===== src/rtl/alu_pkg.sv =====
// rtl/alu_pkg.sv - shared ALU funct codes, multiplier state encoding and default width
package alu_pkg;

  localparam int DEF_WIDTH = 32;

  localparam logic [5:0] SRL   = 6'b000010;
  localparam logic [5:0] MULTU = 6'b011001;
  localparam logic [5:0] MULT  = 6'b011000;
  localparam logic [5:0] MFHI  = 6'b010000;
  localparam logic [5:0] MFLO  = 6'b010010;

  typedef enum logic [1:0] {
    IDLE = 2'd0,
    RUN  = 2'd1,
    DONE = 2'd2
  } mul_state_e;

endpackage


===== src/rtl/hilo_reg.sv =====
// rtl/hilo_reg.sv - 2*WIDTH HI/LO result register with write enable
// HI is the upper half of the stored product, LO the lower half.
module hilo_reg #(
  parameter int WIDTH = alu_pkg::DEF_WIDTH
) (
  input  logic               clk,
  input  logic               reset,
  input  logic               we,
  input  logic [2*WIDTH-1:0] wdata,
  output logic [WIDTH-1:0]   hi,
  output logic [WIDTH-1:0]   lo
);

  logic [2*WIDTH-1:0] hilo_q;
  logic [2*WIDTH-1:0] hilo_d;

  always_comb begin
    hilo_d = hilo_q;
    if (we) hilo_d = wdata;
  end

  always_ff @(posedge clk) begin
    if (!reset) hilo_q <= '0;
    else        hilo_q <= hilo_d;
  end

  assign hi = hilo_q[2*WIDTH-1:WIDTH];
  assign lo = hilo_q[WIDTH-1:0];

endmodule


===== src/rtl/hilo_multiplier.sv =====
// rtl/hilo_multiplier.sv - fixed-latency shift-add multiplier feeding HI/LO for MFHI/MFLO
// Define HILO_MULT_SIGNED_EN to also accept signed MULT (magnitude multiply, sign fixed on write).
module hilo_multiplier
  import alu_pkg::*;
#(
  parameter int WIDTH = 32,
  parameter int CNT_W = 6
) (
  input  logic             clk,
  input  logic             reset,
  input  logic [WIDTH-1:0] dataA,
  input  logic [WIDTH-1:0] dataB,
  input  logic [5:0]       Signal,
  output logic [WIDTH-1:0] dataOut,
  output logic             busy,
  output logic             done
);

  localparam logic [CNT_W-1:0] LAST_CNT = CNT_W'(WIDTH - 1);

  mul_state_e         state_q, state_d;
  logic [CNT_W-1:0]   cnt_q, cnt_d;
  logic [2*WIDTH-1:0] mcand_q, mcand_d;
  logic [WIDTH-1:0]   mplier_q, mplier_d;
  logic [2*WIDTH-1:0] prod_q, prod_d;
  logic               neg_q, neg_d;
  logic               done_q, done_d;

  logic               start_u;
  logic               start_s;
  logic               start;
  logic               a_neg, b_neg;
  logic [WIDTH-1:0]   a_mag, b_mag;
  logic               hilo_we;
  logic [2*WIDTH-1:0] hilo_wdata;
  logic [WIDTH-1:0]   hi, lo;

  assign start_u = (Signal == MULTU);
`ifdef HILO_MULT_SIGNED_EN
  assign start_s = (Signal == MULT);
`else
  assign start_s = 1'b0;
`endif
  assign start = start_u | start_s;

  // Magnitude of 0x80000000 wraps to itself, which read unsigned is exactly 2^31.
  assign a_neg = start_s & dataA[WIDTH-1];
  assign b_neg = start_s & dataB[WIDTH-1];
  assign a_mag = a_neg ? (~dataA + 1'b1) : dataA;
  assign b_mag = b_neg ? (~dataB + 1'b1) : dataB;

  always_ff @(posedge clk) begin
    if (!reset) begin
      state_q  <= IDLE;
      cnt_q    <= '0;
      mcand_q  <= '0;
      mplier_q <= '0;
      prod_q   <= '0;
      neg_q    <= 1'b0;
      done_q   <= 1'b0;
    end else begin
      state_q  <= state_d;
      cnt_q    <= cnt_d;
      mcand_q  <= mcand_d;
      mplier_q <= mplier_d;
      prod_q   <= prod_d;
      neg_q    <= neg_d;
      done_q   <= done_d;
    end
  end

  always_comb begin
    state_d = state_q;
    case (state_q)
      IDLE:    if (start) state_d = RUN;
      RUN:     if (cnt_q == LAST_CNT) state_d = DONE;
      DONE:    state_d = IDLE;
      default: state_d = IDLE;
    endcase
  end

  always_comb begin
    cnt_d    = cnt_q;
    mcand_d  = mcand_q;
    mplier_d = mplier_q;
    prod_d   = prod_q;
    neg_d    = neg_q;
    done_d   = 1'b0;
    hilo_we  = 1'b0;
    case (state_q)
      IDLE: begin
        if (start) begin
          mcand_d  = {{WIDTH{1'b0}}, a_mag};
          mplier_d = b_mag;
          prod_d   = '0;
          cnt_d    = '0;
          neg_d    = a_neg ^ b_neg;
        end
      end
      RUN: begin
        if (mplier_q[0]) prod_d = prod_q + mcand_q;
        mcand_d  = mcand_q << 1;
        mplier_d = mplier_q >> 1;
        cnt_d    = cnt_q + 1'b1;
      end
      DONE: begin
        hilo_we = 1'b1;
        done_d  = 1'b1;
      end
      default: ;
    endcase
  end

  assign hilo_wdata = neg_q ? (~prod_q + 1'b1) : prod_q;

  hilo_reg #(.WIDTH(WIDTH)) u_hilo_reg (
    .clk   (clk),
    .reset (reset),
    .we    (hilo_we),
    .wdata (hilo_wdata),
    .hi    (hi),
    .lo    (lo)
  );

  always_comb begin
    busy = (state_q == RUN) || (state_q == DONE);
    done = done_q;
    case (Signal)
      MFHI:    dataOut = hi;
      MFLO:    dataOut = lo;
      default: dataOut = '0;
    endcase
  end

endmodule


===== config.mk =====
export PLATFORM = sky130hd
export DESIGN_NAME = hilo_multiplier
export DESIGN_NICKNAME = d
export VERILOG_FILES = /design/src/rtl/alu_pkg.sv /design/src/rtl/hilo_reg.sv /design/src/rtl/hilo_multiplier.sv
export SDC_FILE = /design/constraint.sdc
export NUM_CORES = 1
export LEC_CHECK = 0
export ABC_CLOCK_PERIOD_IN_PS = 5600
export CAP_MARGIN = 25
export CORE_MARGIN = 5
export CORE_UTILIZATION = 40
export DETAILED_ROUTE_END_ITERATION = 10
export SYNTH_ARGS = -nofsm -noshare
export SYNTH_HDL_FRONTEND = slang
export SYNTH_SLANG_ARGS = --single-unit

===== constraint.sdc =====
create_clock -name clk -period 5.6 [get_ports clk]
set_clock_uncertainty 0.05 [all_clocks]
set_input_delay 0.56 -clock clk [delete_from_list [all_inputs] [get_ports clk]]
set_output_delay 0.56 -clock clk [all_outputs]
set_load 0.05 [all_outputs]

==> Yosys cells after proc, flatten, opt, wreduce, memory -nomap -nowiden <==
Cells that the tools add are included.
{ "word_totals": {"n_memories": 0, "mem_bits_ro": 0, "out_inout_bits": 34, "latchBits": 0, "register_bits": 233, "ramBits": 0, "in_bits": 72} }
{ "classes": {"n_reduce_logical": 6, "n_bitwise": 0, "n_lt_le_gt_ge": 0, "n_eq_ne": 9, "div_mod_pow": 0, "multipliers": 0, "n_shift": 0, "n_addsub": 2, "n_mux": 14} }
{ "op_table": {"columns": ["cell", "count"], "rows": [
  ["$pmux W64 S2", 2],
  ["$mux W64", 3],
  ["$pmux W32 S2", 2],
  ["$add A64 B64 Y64", 1],
  ["$mux W32", 1],
  ["$eq A6 B5 Y1 const B", 4],
  ["$pmux W6 S2", 1],
  ["$add A6 B1 Y6 const B", 1],
  ["$mux W6", 1],
  ["$ne A2 B2 Y1 const B", 3],
  ["$mux W2", 2],
  ["$pmux W2 S2", 1],
  ["$reduce_and A2 Y1", 2],
  ["$reduce_and A3 Y1", 1],
  ["$eq A2 B1 Y1 const B", 1],
  ["$eq A2 B2 Y1 const B", 1],
  ["$logic_not A2 Y1", 1],
  ["$reduce_bool A2 Y1", 1],
  ["$logic_or A1 B1 Y1", 1],
  ["$mux W1", 1]
]} }

==> Depth between registers and ports, before layout <==
{ "depth": {"depth_word": 3, "ltp_mapped": 13} }

==> Cells and area by module <==
Synthesis repeated with hierarchy kept, for this count alone.
{ "unflattened": {"hier_cells": 1533, "hier_area_um2": 13425.4} }
{ "modules_own_cells": {"columns": ["mod", "instances", "cells_each", "area_per_inst_um2"], "rows": [
  ["hilo_multiplier", 1, 1327, 10974.3],
  ["hilo_reg", 1, 206, 2451.1]
]} }

==> Worst setup path before layout <==
No wires, ideal clock.
{ "synth_timing": {"path_kind": "register to register", "from": "register mcand_q[0]", "to": "register prod_q[58]", "arrival_time_ns": 2.739, "setup_time_ns": 0.117, "setup_slack_ns": 2.693, "path_stages_with_launch": 14, "required_time_ns": 5.433, "cell_sequence": "dfxtp_1 ha_1 inv_1 fa_1 nor2b_1 o211ai_1 a21o_1 a211oi_1 nor2_1 a211oi_1 o21ai_1 a21oi_1 o21ai_0 a32o_1"} }
{ "synth_between": {"elab_chain_len": 3} }
{ "synth_rtl": {"columns": ["element", "line_no", "source"], "rows": [
  ["start: declaration", "hilo_multiplier.sv:23", "logic [2*WIDTH-1:0] mcand_q, mcand_d;"],
  ["start signal: assignment", "hilo_multiplier.sv:64", "mcand_q <= mcand_d;"],
  ["$add A64 B64 Y64", "hilo_multiplier.sv:101", "if (mplier_q[0]) prod_d = prod_q + mcand_q;"],
  ["$mux W64", "hilo_multiplier.sv:101", null],
  ["$pmux W64 S2", "hilo_multiplier.sv:90", "case (state_q)"],
  ["end signal: assignment", "hilo_multiplier.sv:66", "prod_q <= prod_d;"],
  ["end: declaration", "hilo_multiplier.sv:25", "logic [2*WIDTH-1:0] prod_q, prod_d;"]
]} }
Every way passes these cells. The select of a mux whose other input is x is not followed.
A chain may end at the register's enable or synchronous reset.

==> Worst setup path after layout <==
Ends and elaborated chain as after synthesis.

==> Implementation_results.wiki <==
{| class="wikitable"
! Metric !! Value
|-
| Run status || finished clean
|-
| Most instantiated cells after synthesis || dfxtp_1 (233), nand2_1 (194), mux2i_1 (158), nor2b_1 (103), clkbuf_1 (84)
|-
| Slew Limit Headroom || 34.6%
|-
| FF-to-FF Start || mcand_q[0]$_SDFFE_PN0P_
|-
| FILL cells || approximately 3.2k
|-
| Register area share after synthesis || between 30% and 40%
|-
| Number of H-tree levels || 1
|-
| Worst Max-Slew Pin Slew || 0.982 ns
|-
| Critical path required time || 5.97 ns
|-
| Setup TNS after final layout || 0 ns
|-
| Final routed wirelength across all metal layers || around 36,000 um
|-
| Count of inserted antenna diode cells || 0
|-
| Clock sink count || approximately 230
|-
| Post-layout min period || 3.48 ns
|-
| Largest net degree at the start of global routing || 89
|-
| Slack of the critical path || around 2.1 ns
|-
| Starting density of the core || 40.7%
|-
| Die Wd || about 190 um
|-
| Aggregate global routing overflow || 0
|-
| Portion of netlist area occupied by mux cells || between 10% and 20%
|-
| Mapped Area || 13,300 um^2
|-
| Leading cell types by total area after synthesis || dfxtp_1 (35%), mux2i_1 (12%), ha_1 (6.3%)
|-
| Remaining routing DRC violations || 0
|-
| Yosys top cell by area || dfxtp_1
|-
| Standard-cell rows || 66
|-
| Ports || 106
|-
| Dominant combinational cell family by area after synthesis || compound AO/OA/AOI/OAI gates
|-
| CORE AREA || about 33,000 um^2
|-
| Total Power || roughly 3.7 mW
|-
| Max Fclk || approximately 0.29 GHz
|-
| Fraction of post-synthesis cell area in the top cell type by area || 35.0%
|-
| Xor and xnor area share after synthesis || about 3.7%
|-
| Sort of element at the end of the critical path || flop
|-
| Average wire per cell in the routed design || 17.5 um
|-
| Number of antenna violations at the first check in global routing || 0
|-
| Endpoint arrival time on the critical path || just under 4 ns
|-
| Standby leakage power || 6.34 nW
|-
| First-pass GRT wire length || ~57,000 um
|-
| Die outline height || 193 um
|-
| Nets@finish || about 1.7k
|-
| Number of max-slew violations in the final report || 0
|-
| Via count of the first global-routing pass || roughly 11k
|-
| Adder-Cell Fraction of Synth Area || approximately 6.4%
|-
| Footprint of the flip-flops and latches || about 4700 um^2
|-
| Cell with the most instances after synthesis || dfxtp_1
|-
| Tightest Hold Check Type || reg -> reg
|-
| Hold buffers post-CTS || 0
|-
| Via-to-Cell Ratio || about 5.5
|-
| CTS buffer count || 25
|-
| Worst hold-check slack || approximately 0.43 ns
|-
| CTS tree || yes
|-
| Detailed-route via count || between 10k and 15k
|-
| Clock transition at the registers of the reported paths || 0.06 ns
|-
| Final count of negative-setup-slack endpoints || 0
|-
| Number of buffer cells added on primary ports || between 100 and 150
|-
| Die footprint || 37,100 um^2
|-
| Synth async-reset ratio || 0%
|-
| Antenna-violating nets left || 0
|-
| Number of enable flip-flop cells after synthesis || 0
|-
| Startpoint of the lowest-slack hold path || prod_q[63]$_SDFFE_PN0P_
|-
| Largest fanout on the critical path || 4
|-
| Number of nets in the synthesized netlist || between 1.5k and 2k
|-
| Setup repair after global routing missed its margin || no
|-
| Avg Synthesized Cell Area || 8.73 um^2
|-
| Number of gates resized after CTS || 0
|-
| Setup slack at placement || approximately 1.9 ns
|-
| Kind of launch point of the worst setup path || flop
|-
| Critical path class || reg -> reg
|-
| Number of endpoints with negative hold slack in the final report || 0
|-
| Fraction of final layout cells sized beyond drive strength 1 || under 10%
|-
| Count of yosys warnings during synthesis || 0
|-
| Clock Root Buffer || clkbuf_16
|-
| Cell count after synthesis || between 1.5k and 2k
|-
| Detailed placement HPWL || between 20,000 and 30,000 um
|-
| Synthesized-area fraction occupied by ao, oa, aoi and oai cells || 21.2%
|-
| Post-synthesis cell type count || 71
|-
| First drt pass iteration count || 5
|-
| Source-to-sink clock delay at the later pin of the worst-skew pair || around 0.53 ns
|-
| Worst ir drop on vdd || around 0.23 mV
|-
| Layout overhead on the synthesized area || 17.1%
|-
| Crit share post-route || between 60% and 70%
|-
| Top flip-flop cell by instance count after synthesis || dfxtp_1
|-
| Area share of and/or/nand/nor cells after synthesis || between 10% and 20%
|-
| Max Cap Violations || 0
|-
| # Post-CTS Setup Buffers || 0
|-
| Initial drt markers || approximately 630
|-
| Global-route usage over all layers || between 10% and 20%
|-
| Final GP Congestion || roughly 0.93
|-
| Worst setup startpoint || mcand_q[0]$_SDFFE_PN0P_
|-
| Total of flip-flops plus latches after synthesis || 233
|-
| Power Density || about 240 nW/um^2
|-
| Footprint of the multi-input gates || between 8000 and 9000 um^2
|-
| Clock Tree Buf Depth || 3
|}
-- cell families (layout without fill, tap and decap cells) --
kind of cell               count (synthesis)  in the layout
xor gates and xnor gates                  56             56
adders and majority gates                 68             68
DFF                                      233            233
buffers and inverters                    117            182
muxes                                    159            159
and+or+nand+nor                          506            506
AOI/OAI and AO/OA                        388            388
-- metal layers --
metal / wire [um] / part of all wire (%) / vias up / track usage, %
li1: - / - / 5570 / -
met1: 16700 / 47 / 5214 / 26.0
met2: 16400 / 46 / 253 / 31.6
met3: 1740 / 4.9 / 55 / 2.51
met4: 839 / 2.4 / 0 / 4.77
met5: 0 / 0 / - / 0
-- state kept, by name (all words and copies together) (netlist names) --
name / flops
mplier_q: 32
state_q: 2
prod_q: 64
done: 1
u_hilo_reg.hilo_q: 64
mcand_q: 64
cnt_q: 6
-- report_power, final --
| part | internal [mW] | switching (mW) |
|---|---|---|
| clock | 1.13 | 0.685 |
| combinational | 0.124 | 0.139 |
| sequential | 1.67 | 0.00756 |
| total | 2.92 | 0.832 |
-- layout by cell type (no fill, tap or decap), types with 34 or more instances in the layout --
cell type / n
nor2_1: 76
o211a_1: 64
xnor2_1: 34
o21ai_0: 58
ha_1: 65
nand2_1: 193
a21boi_0: 37
mux2i_1: 158
dfxtp_1: 233
nor2b_1: 103
clkdlybuf4s50_1: 103
nand3_1: 52
a21oi_1: 81
-- final timing paths --
kind | endpoint | cells after the start | slack [ns]
setup reg to reg | prod_q[58]$_SDFFE_PN0P_ | 13 | 2.12
hold / removal | prod_q[63]$_SDFFE_PN0P_ | 2 | 0.43
hold reg to reg | prod_q[63]$_SDFFE_PN0P_ | 2 | 0.43
setup / recovery | prod_q[58]$_SDFFE_PN0P_ | 13 | 2.12
-- per-stage QoR --
step | instances | cell area, um^2 | util, %
floorplan | 1527 | 13300 | -
global placement | 1988 | 14700 | 44.9
detailed placement | 1989 | 14700 | 45.0
CTS | 2034 | 15600 | 47.7
global route | 2034 | 15600 | 47.7
finish | 2034 | 15600 | 47.7
-- layout make-up --
type                            instances  area share, %
Inverter                               17          0.409
Clock buffer                           34           4.61
Timing Repair Buffer                  120           7.54
Clock inverter                         11           1.20
Tap cell                              442           3.54
Sequential cell                       233           29.9
Multi-Input combinational cell       1177           52.8
-- critical path, cell delays in order, from the launching register on --
cell and delay (ns):
dfxtp_1 0.38, ha_1 0.21, inv_1 0.06, fa_1 0.40, nor2b_1 0.17, o211ai_1 0.16, a21o_1 0.27, a211oi_1 0.21
nor2_1 0.13, a211oi_1 0.50, o21ai_1 0.14, a21oi_1 0.30, o21ai_0 0.12, a32o_1 0.27
Power figures use the tool's default switching activity.
